### config.mk
export PLATFORM = sky130hd
export DESIGN_NAME = alu_timeout_param
export DESIGN_NICKNAME = d
export VERILOG_FILES = /design/src/rtl/alu_timeout_param.sv
export SDC_FILE = /design/constraint.sdc
export NUM_CORES = 1
export LEC_CHECK = 0
export CORE_ASPECT_RATIO = 1.1
export CORE_MARGIN = 1.5
export CORE_UTILIZATION = 53
export CTS_CLUSTER_SIZE = 25
export DETAILED_ROUTE_END_ITERATION = 10
export PLACE_DENSITY_LB_ADDON = 0.08
export SETUP_SLACK_MARGIN = 0.1
export SLEW_MARGIN = 5
export SYNTH_ARGS = -nofsm -noshare
export SYNTH_HDL_FRONTEND = slang
export SYNTH_SLANG_ARGS = --single-unit
### constraint.sdc
create_clock -name CLK -period 14.3 [get_ports CLK]
set_input_delay 1.43 -clock CLK [delete_from_list [all_inputs] [get_ports CLK]]
set_output_delay 1.43 -clock CLK [all_outputs]
set_load 0.01 [all_outputs]
### src/rtl/alu_timeout_param.sv
// alu_timeout_param: parametrised ALU that collects operands split across cycles, with operand-wait timeout and pipelined multiply
// Latency: 2 cycles from last needed operand to RES_VALID, 2+MUL_LAT for multiplies, TIMEOUT+1 from start cycle on timeout
// Backpressure: none; new commands are accepted only in IDLE, CE=0 freezes all state and defers a pending strobe
module alu_timeout_param #(
    parameter int WIDTH   = 8,
    parameter int CWIDTH  = 4,
    parameter int TIMEOUT = 16,
    parameter int MUL_LAT = 2
) (
    input  logic                 CLK,
    input  logic                 RST,
    input  logic                 CE,
    input  logic                 MODE,
    input  logic [CWIDTH-1:0]    CMD,
    input  logic [1:0]           INP_VALID,
    input  logic [WIDTH-1:0]     OPA,
    input  logic [WIDTH-1:0]     OPB,
    input  logic                 CIN,
    output logic [2*WIDTH-1:0]   RES,
    output logic                 RES_VALID,
    output logic                 COUT,
    output logic                 OFLOW,
    output logic                 G,
    output logic                 E,
    output logic                 L,
    output logic                 ERR
);
    localparam int SHW  = $clog2(WIDTH);
    localparam int CMAX = (TIMEOUT > MUL_LAT) ? TIMEOUT : MUL_LAT;
    localparam int CNTW = $clog2(CMAX + 2);

    localparam logic [2:0] S_IDLE   = 3'd0;
    localparam logic [2:0] S_WAIT   = 3'd1;
    localparam logic [2:0] S_EXEC   = 3'd2;
    localparam logic [2:0] S_MPIPE  = 3'd3;
    localparam logic [2:0] S_RESULT = 3'd4;

    localparam logic [WIDTH:0]     ONE_X = {{WIDTH{1'b0}}, 1'b1};
    localparam logic [2*WIDTH-1:0] ONE_M = {{(2*WIDTH-1){1'b0}}, 1'b1};

    // Operands a command waits for, as {need_b, need_a}; unknown commands wait for both
    function automatic logic [1:0] need_of(input logic mode, input logic [CWIDTH-1:0] cmd);
        logic [1:0] n;
        n = 2'b11;
        if (mode) begin
            case (int'(cmd))
                4, 5:    n = 2'b01;
                6, 7:    n = 2'b10;
                default: n = 2'b11;
            endcase
        end else begin
            case (int'(cmd))
                6, 8, 9:   n = 2'b01;
                7, 10, 11: n = 2'b10;
                default:   n = 2'b11;
            endcase
        end
        return n;
    endfunction

    logic [2:0]        state_q, state_d;
    logic [CNTW-1:0]   cnt_q, cnt_d;
    logic              mode_q, mode_d, cin_q, cin_d, tmo_q, tmo_d;
    logic [CWIDTH-1:0] cmd_q, cmd_d;
    logic [WIDTH-1:0]  opa_q, opa_d, opb_q, opb_d;
    logic              have_a_q, have_a_d, have_b_q, have_b_d;
    logic [1:0]        need_in, need_q;
    logic              mul_q;

    assign need_in = need_of(MODE, CMD);
    assign need_q  = need_of(mode_q, cmd_q);
    assign mul_q   = mode_q && (int'(cmd_q) == 9 || int'(cmd_q) == 10);

    // Next-state: operand collection, wait-timeout counting, multiply pipe hold
    always_comb begin
        state_d  = state_q;
        cnt_d    = cnt_q;
        mode_d   = mode_q;
        cmd_d    = cmd_q;
        cin_d    = cin_q;
        tmo_d    = tmo_q;
        opa_d    = opa_q;
        opb_d    = opb_q;
        have_a_d = have_a_q;
        have_b_d = have_b_q;
        if (CE) begin
            case (state_q)
                S_IDLE: begin
                    if (INP_VALID != 2'b00) begin
                        mode_d   = MODE;
                        cmd_d    = CMD;
                        cin_d    = CIN;
                        tmo_d    = 1'b0;
                        have_a_d = INP_VALID[0];
                        have_b_d = INP_VALID[1];
                        if (INP_VALID[0]) opa_d = OPA;
                        if (INP_VALID[1]) opb_d = OPB;
                        if ((need_in & ~INP_VALID) == 2'b00) begin
                            state_d = S_EXEC;
                        end else begin
                            state_d = S_WAIT;
                            cnt_d   = CNTW'(1);
                        end
                    end
                end
                S_WAIT: begin
                    // a re-driven operand simply overwrites the latched copy
                    if (INP_VALID[0]) begin
                        opa_d    = OPA;
                        have_a_d = 1'b1;
                    end
                    if (INP_VALID[1]) begin
                        opb_d    = OPB;
                        have_b_d = 1'b1;
                    end
                    if ((need_q & ~{have_b_d, have_a_d}) == 2'b00) begin
                        state_d = S_EXEC;
                    end else if (cnt_q == CNTW'(TIMEOUT)) begin
                        state_d = S_RESULT;
                        tmo_d   = 1'b1;
                    end else begin
                        cnt_d = cnt_q + CNTW'(1);
                    end
                end
                S_EXEC: begin
                    if (mul_q && (MUL_LAT > 0)) begin
                        state_d = S_MPIPE;
                        cnt_d   = CNTW'(1);
                    end else begin
                        state_d = S_RESULT;
                    end
                end
                S_MPIPE: begin
                    if (cnt_q == CNTW'(MUL_LAT)) state_d = S_RESULT;
                    else                         cnt_d   = cnt_q + CNTW'(1);
                end
                S_RESULT: state_d = S_IDLE;
                default:  state_d = S_IDLE;
            endcase
        end
    end

    // Control and operand registers
    always_ff @(posedge CLK) begin
        if (RST) begin
            state_q  <= S_IDLE;
            cnt_q    <= '0;
            mode_q   <= 1'b0;
            cmd_q    <= '0;
            cin_q    <= 1'b0;
            tmo_q    <= 1'b0;
            opa_q    <= '0;
            opb_q    <= '0;
            have_a_q <= 1'b0;
            have_b_q <= 1'b0;
        end else begin
            state_q  <= state_d;
            cnt_q    <= cnt_d;
            mode_q   <= mode_d;
            cmd_q    <= cmd_d;
            cin_q    <= cin_d;
            tmo_q    <= tmo_d;
            opa_q    <= opa_d;
            opb_q    <= opb_d;
            have_a_q <= have_a_d;
            have_b_q <= have_b_d;
        end
    end

    logic [2*WIDTH-1:0] c_res, ma, mb, dbl, rot;
    logic [WIDTH:0]     ax, bx, cx, sum;
    logic [WIDTH-1:0]   lres;
    logic [SHW-1:0]     amt;
    logic               c_cout, c_oflow, c_g, c_e, c_l, c_err, rot_oor;

    assign dbl     = {opa_q, opa_q};
    assign amt     = opb_q[SHW-1:0];
    assign rot_oor = |(opb_q >> SHW);

    // Datapath on latched operands; add/sub use a WIDTH+1 result whose top bit is carry or borrow
    always_comb begin
        c_res  = '0;
        c_cout = 1'b0;
        c_oflow = 1'b0;
        c_g    = 1'b0;
        c_e    = 1'b0;
        c_l    = 1'b0;
        c_err  = 1'b0;
        sum    = '0;
        ma     = '0;
        mb     = '0;
        rot    = '0;
        lres   = '0;
        ax     = {1'b0, opa_q};
        bx     = {1'b0, opb_q};
        cx     = (WIDTH+1)'(cin_q);
        if (mode_q) begin
            case (int'(cmd_q))
                0: begin sum = ax + bx;      c_cout  = sum[WIDTH]; end
                1: begin sum = ax - bx;      c_oflow = sum[WIDTH]; end
                2: begin sum = ax + bx + cx; c_cout  = sum[WIDTH]; end
                3: begin sum = ax - bx - cx; c_oflow = sum[WIDTH]; end
                4: begin sum = ax + ONE_X;   c_cout  = sum[WIDTH]; end
                5: begin sum = ax - ONE_X;   c_oflow = sum[WIDTH]; end
                6: begin sum = bx + ONE_X;   c_cout  = sum[WIDTH]; end
                7: begin sum = bx - ONE_X;   c_oflow = sum[WIDTH]; end
                8: begin
                    c_g = (opa_q > opb_q);
                    c_e = (opa_q == opb_q);
                    c_l = (opa_q < opb_q);
                end
                9: begin
                    ma = (2*WIDTH)'(opa_q) + ONE_M;
                    mb = (2*WIDTH)'(opb_q) + ONE_M;
                end
                10: begin
                    ma = (2*WIDTH)'({opa_q[WIDTH-2:0], 1'b0});
                    mb = (2*WIDTH)'(opb_q);
                end
                default: c_err = 1'b1;
            endcase
            if (mul_q) c_res = ma * mb;
            else       c_res = (2*WIDTH)'(sum);
        end else begin
            case (int'(cmd_q))
                0:  lres = opa_q & opb_q;
                1:  lres = ~(opa_q & opb_q);
                2:  lres = opa_q | opb_q;
                3:  lres = ~(opa_q | opb_q);
                4:  lres = opa_q ^ opb_q;
                5:  lres = ~(opa_q ^ opb_q);
                6:  lres = ~opa_q;
                7:  lres = ~opb_q;
                8:  lres = opa_q >> 1;
                9:  lres = opa_q << 1;
                10: lres = opb_q >> 1;
                11: lres = opb_q << 1;
                12: begin
                    rot   = dbl << amt;
                    lres  = rot[2*WIDTH-1:WIDTH];
                    c_err = rot_oor;
                end
                13: begin
                    rot   = dbl >> amt;
                    lres  = rot[WIDTH-1:0];
                    c_err = rot_oor;
                end
                default: c_err = 1'b1;
            endcase
            c_res = (2*WIDTH)'(lres);
        end
    end

    logic [2*WIDTH-1:0] calc_res_q, res_q;
    logic [5:0]         calc_flg_q, flg_q;
    logic               res_vld_q;

    // Capture the computed result in EXEC, publish it with a one-cycle strobe in RESULT
    always_ff @(posedge CLK) begin
        if (RST) begin
            calc_res_q <= '0;
            calc_flg_q <= '0;
            res_q      <= '0;
            flg_q      <= '0;
            res_vld_q  <= 1'b0;
        end else begin
            res_vld_q <= CE && (state_q == S_RESULT);
            if (CE && state_q == S_EXEC) begin
                calc_res_q <= c_res;
                calc_flg_q <= {c_cout, c_oflow, c_g, c_e, c_l, c_err};
            end
            if (CE && state_q == S_RESULT) begin
                if (tmo_q) begin
                    res_q <= '0;
                    flg_q <= 6'b000001;
                end else begin
                    res_q <= calc_res_q;
                    flg_q <= calc_flg_q;
                end
            end
        end
    end

    assign RES       = res_q;
    assign RES_VALID = res_vld_q;
    assign {COUT, OFLOW, G, E, L, ERR} = flg_q;

endmodule

==> impl_metrics.tcl <==
set metrics [dict create \
    syn_inst 1236 \
    r2r_slack_ps 6960 \
    synth_top_family_by_area "adder cells" \
    critical-path-top-delay-family "adder cells" \
    p_seq_frac 0.342 \
    outcome "finished clean" \
    syn_nets 1409 \
    cp_max_fo 16 \
    cts_max_level 3 \
    crit-reg2reg-launch "opb_q[0]" \
    startpoint_type "register" \
    rsz0062_at_grt "no" \
    globalplace.congestion 1.13 \
    clk_path_buf_depth 2 \
    max_cap_violations 0 \
    slew_headroom 0.216 \
    cts-buffers-inserted 9 \
    switching_power_mw 0.261 \
    p_sw_frac 0.372 \
    dpl.hpwl_mm 23.0 \
    skew_ps 14.9 \
    synth_area_sq_um 9630 \
    cts.sinks 78 \
    crit_buf_inv 5 \
    hold_end "calc_res_q[15]" \
    dieArea_sq_um 19000 \
    async_flop_share 0 \
    drc 0 \
    final_common_cell "nor2_1" \
    die_y_um 144 \
    avgRoutedWirePerCell_um 20.1 \
    cts_tree "yes" \
    finalCriticalPeriod_ps 7340 \
    tns_ps 0 \
    worstHoldPathType "register to register" \
    yosys_warnings 0 \
    synthXorXnorAreaFrac 0.0635 \
    synth_simple_gate_area_frac 0.198 \
    fillers 1679 \
    final_core_util 0.594 \
    power.share.clock 0.319 \
    path_depth 25 \
    wl_mm 29.9 \
    slew_violations 0 \
    final_nets 1416 \
    tightest_slew_ps 1170 \
    multi_input_area_sq_um 7320 \
    antenna_found_initial 1 \
    cts-root-buf "clkbuf_16" \
    timing.fmax_mhz 136 \
    syn_avg_cell_area_sq_um 7.79 \
    synth.area.mux_share 0.0543 \
    peakVddDrop_v 0.0000603 \
    ios 50 \
    grt_overflow 0 \
    synth_cell_types 83 \
    synthFlopType "dfxtp_1" \
    synthAdderAreaFrac 0.226 \
    rows 51 \
    r2r_end "calc_res_q[13]" \
    period_share 0.514 \
    cts.repair.resized 0 \
    clk_latency_ps 350 \
    leakage_nw 4.33 \
    grt_first_pass_wirelength_mm 48.2 \
    whs_path_depth 2 \
    r2r_cells 25 \
    die_w_um 132 \
    end_kind "register" \
    synth_edf_count 0 \
    hp-start "calc_res_q[15]" \
    cpMaxStageDelayCell "a22oi_1" \
    grt_pass1_vias 8878 \
    avgViaCountPerCell 6.24 \
    slowest_delay_ps 670 \
    initial_core_util 0.543 \
    antennaDiodeCount 0 \
    area_growth_pct 9.35 \
    p_comb_frac 0.340 \
    grtUsageTotal 0.320 \
    critPathKind "register to register" \
    ant_nets 0 \
    clkTransAtPathRegs_ps 60 \
    final_cell_mix "nor2_1 (166), inv_1 (112), ha_1 (99), nand2_1 (85), dfxtp_1 (77)" \
    drive_gt1_frac 0.0601 \
    synth_compound_area_frac 0.217 \
    hold_buffers 0 \
    whs_ps 447 \
    portBuffers 49 \
    worstPathRequired_ps 14570 \
    vias 9270 \
    powerDensity_nw_per_um2 66.6 \
    hold_viol_final 0 \
    core_area_sq_um 17700 \
    p_int_mw 0.441 \
    regArea_sq_um 1560 \
    grt_max_degree 51 \
    drt_iter0_markers 1283 \
    ys_seq_area_frac 0.162 \
    cp.arrival_ps 7620 \
    setup_viol_count_final 0 \
    ys_ff_latch 78 \
    post_cts_buffers 0 \
    firstDrtPassIters 7 \
]
==> sequential cells by signal, summed over array words and instances, names as in the netlist <==
signal / cells
mode_q: 1
calc_res_q: 16
RES: 16
cnt_q: 5
have_b_q: 1
cin_q: 1
have_a_q: 1
RES_VALID: 1
opb_q: 8
calc_flg_q: 6
flg_q: 6
state_q: 3
cmd_q: 4
tmo_q: 1
opa_q: 8
==> stage by stage <==
stage                     std cells  setup WS (ps)  power, mW  area [sq um]
after global placement         1470           7150      0.475         10200
after detailed placement       1470           7020      0.475         10200
after floorplan                1236           8110      0.409          9630
final                          1486           6960      0.702         10500
after CTS                      1486           7000      0.696         10500
after global routing           1486           6420      0.733         10500
==> logic make-up (layout without fill, tap and decap cells) <==
kind of cell             count (synthesis)  in the layout
buffers and inverters                  188            200
adder cells (fa/ha/maj)                146            146
AND/OR/NAND/NOR                        409            409
multiplexers                            42             42
AO/OA/AOI/OAI                          304            304
XOR/XNOR                                69             69
flip-flops                              78             78
==> worst max path at each step <==
| stage | from | to | slack [ps] |
|---|---|---|---|
| finish | opb_q[0] | calc_res_q[13] | 6960 |
| global route | opb_q[0] | calc_res_q[13] | 6420 |
| CTS | opb_q[0] | calc_res_q[13] | 7000 |
| detailed placement | opb_q[0] | calc_res_q[13] | 7020 |
| global placement | opb_q[0] | calc_res_q[13] | 7150 |
| floorplan | opb_q[0] | calc_res_q[15] | 8110 |
==> layer usage <==
metal / routed length, um / part of all wire / track usage
met5: 0 / 0 / 0
met4: 1220 / 0.041 / 0.121
met3: 2480 / 0.083 / 0.0515
met2: 13100 / 0.44 / 0.519
met1: 13000 / 0.44 / 0.431
==> synth_stat cells, types with 11 or more instances <==
| library cell | number | area, sq um |
|---|---|---|
| a211oi_1 | 14 | 105 |
| a21oi_1 | 74 | 370 |
| a221oi_1 | 11 | 96.3 |
| a22o_1 | 21 | 184 |
| a22oi_1 | 21 | 158 |
| a31oi_1 | 11 | 68.8 |
| and3_1 | 11 | 68.8 |
| buf_2 | 25 | 125 |
| clkbuf_1 | 38 | 143 |
| dfxtp_1 | 78 | 1560 |
| fa_1 | 47 | 941 |
| ha_1 | 99 | 1240 |
| inv_1 | 112 | 420 |
| mux2i_1 | 32 | 320 |
| nand2_1 | 85 | 319 |
| nand2b_1 | 14 | 87.6 |
| nand3_1 | 35 | 175 |
| nor2_1 | 166 | 623 |
| nor2b_1 | 12 | 75.1 |
| nor3_1 | 24 | 120 |
| o21ai_0 | 51 | 255 |
| o22ai_1 | 17 | 106 |
| or2_2 | 14 | 87.6 |
| xnor2_1 | 46 | 403 |
| xor2_1 | 22 | 193 |
==> power by group through the flow <==
stage / Combinational, mW / Clock [mW] / Sequential [mW]
2_1_floorplan: 0.175 / 0 / 0.235
3_3_place_gp: 0.231 / 0 / 0.244
3_5_place_dp: 0.231 / 0 / 0.244
4_1_cts: 0.232 / 0.225 / 0.239
5_1_grt: 0.256 / 0.236 / 0.240
6_report: 0.238 / 0.224 / 0.240
==> area by class of cell <==
cell class              count  share of cell area
multi-input cells         970               0.695
flip-flops and latches     78               0.148
clock buffers              12              0.0243
repair buffers             68              0.0596
clock inverters             4             0.00285
inverters                 116              0.0413
well taps                 238              0.0283
==> worst register-to-register path, delay by kind of cell (launching register included) <==
kind / cells / cell delay (ps)
flip-flops: 1 / 660
AO/OA/AOI/OAI: 6 / 1570
AND/OR/NAND/NOR: 5 / 1060
adder cells (fa/ha/maj): 8 / 3340
XOR/XNOR: 1 / 160
buffers and inverters: 5 / 490
Note: power is estimated with default switching activity, not from simulation.
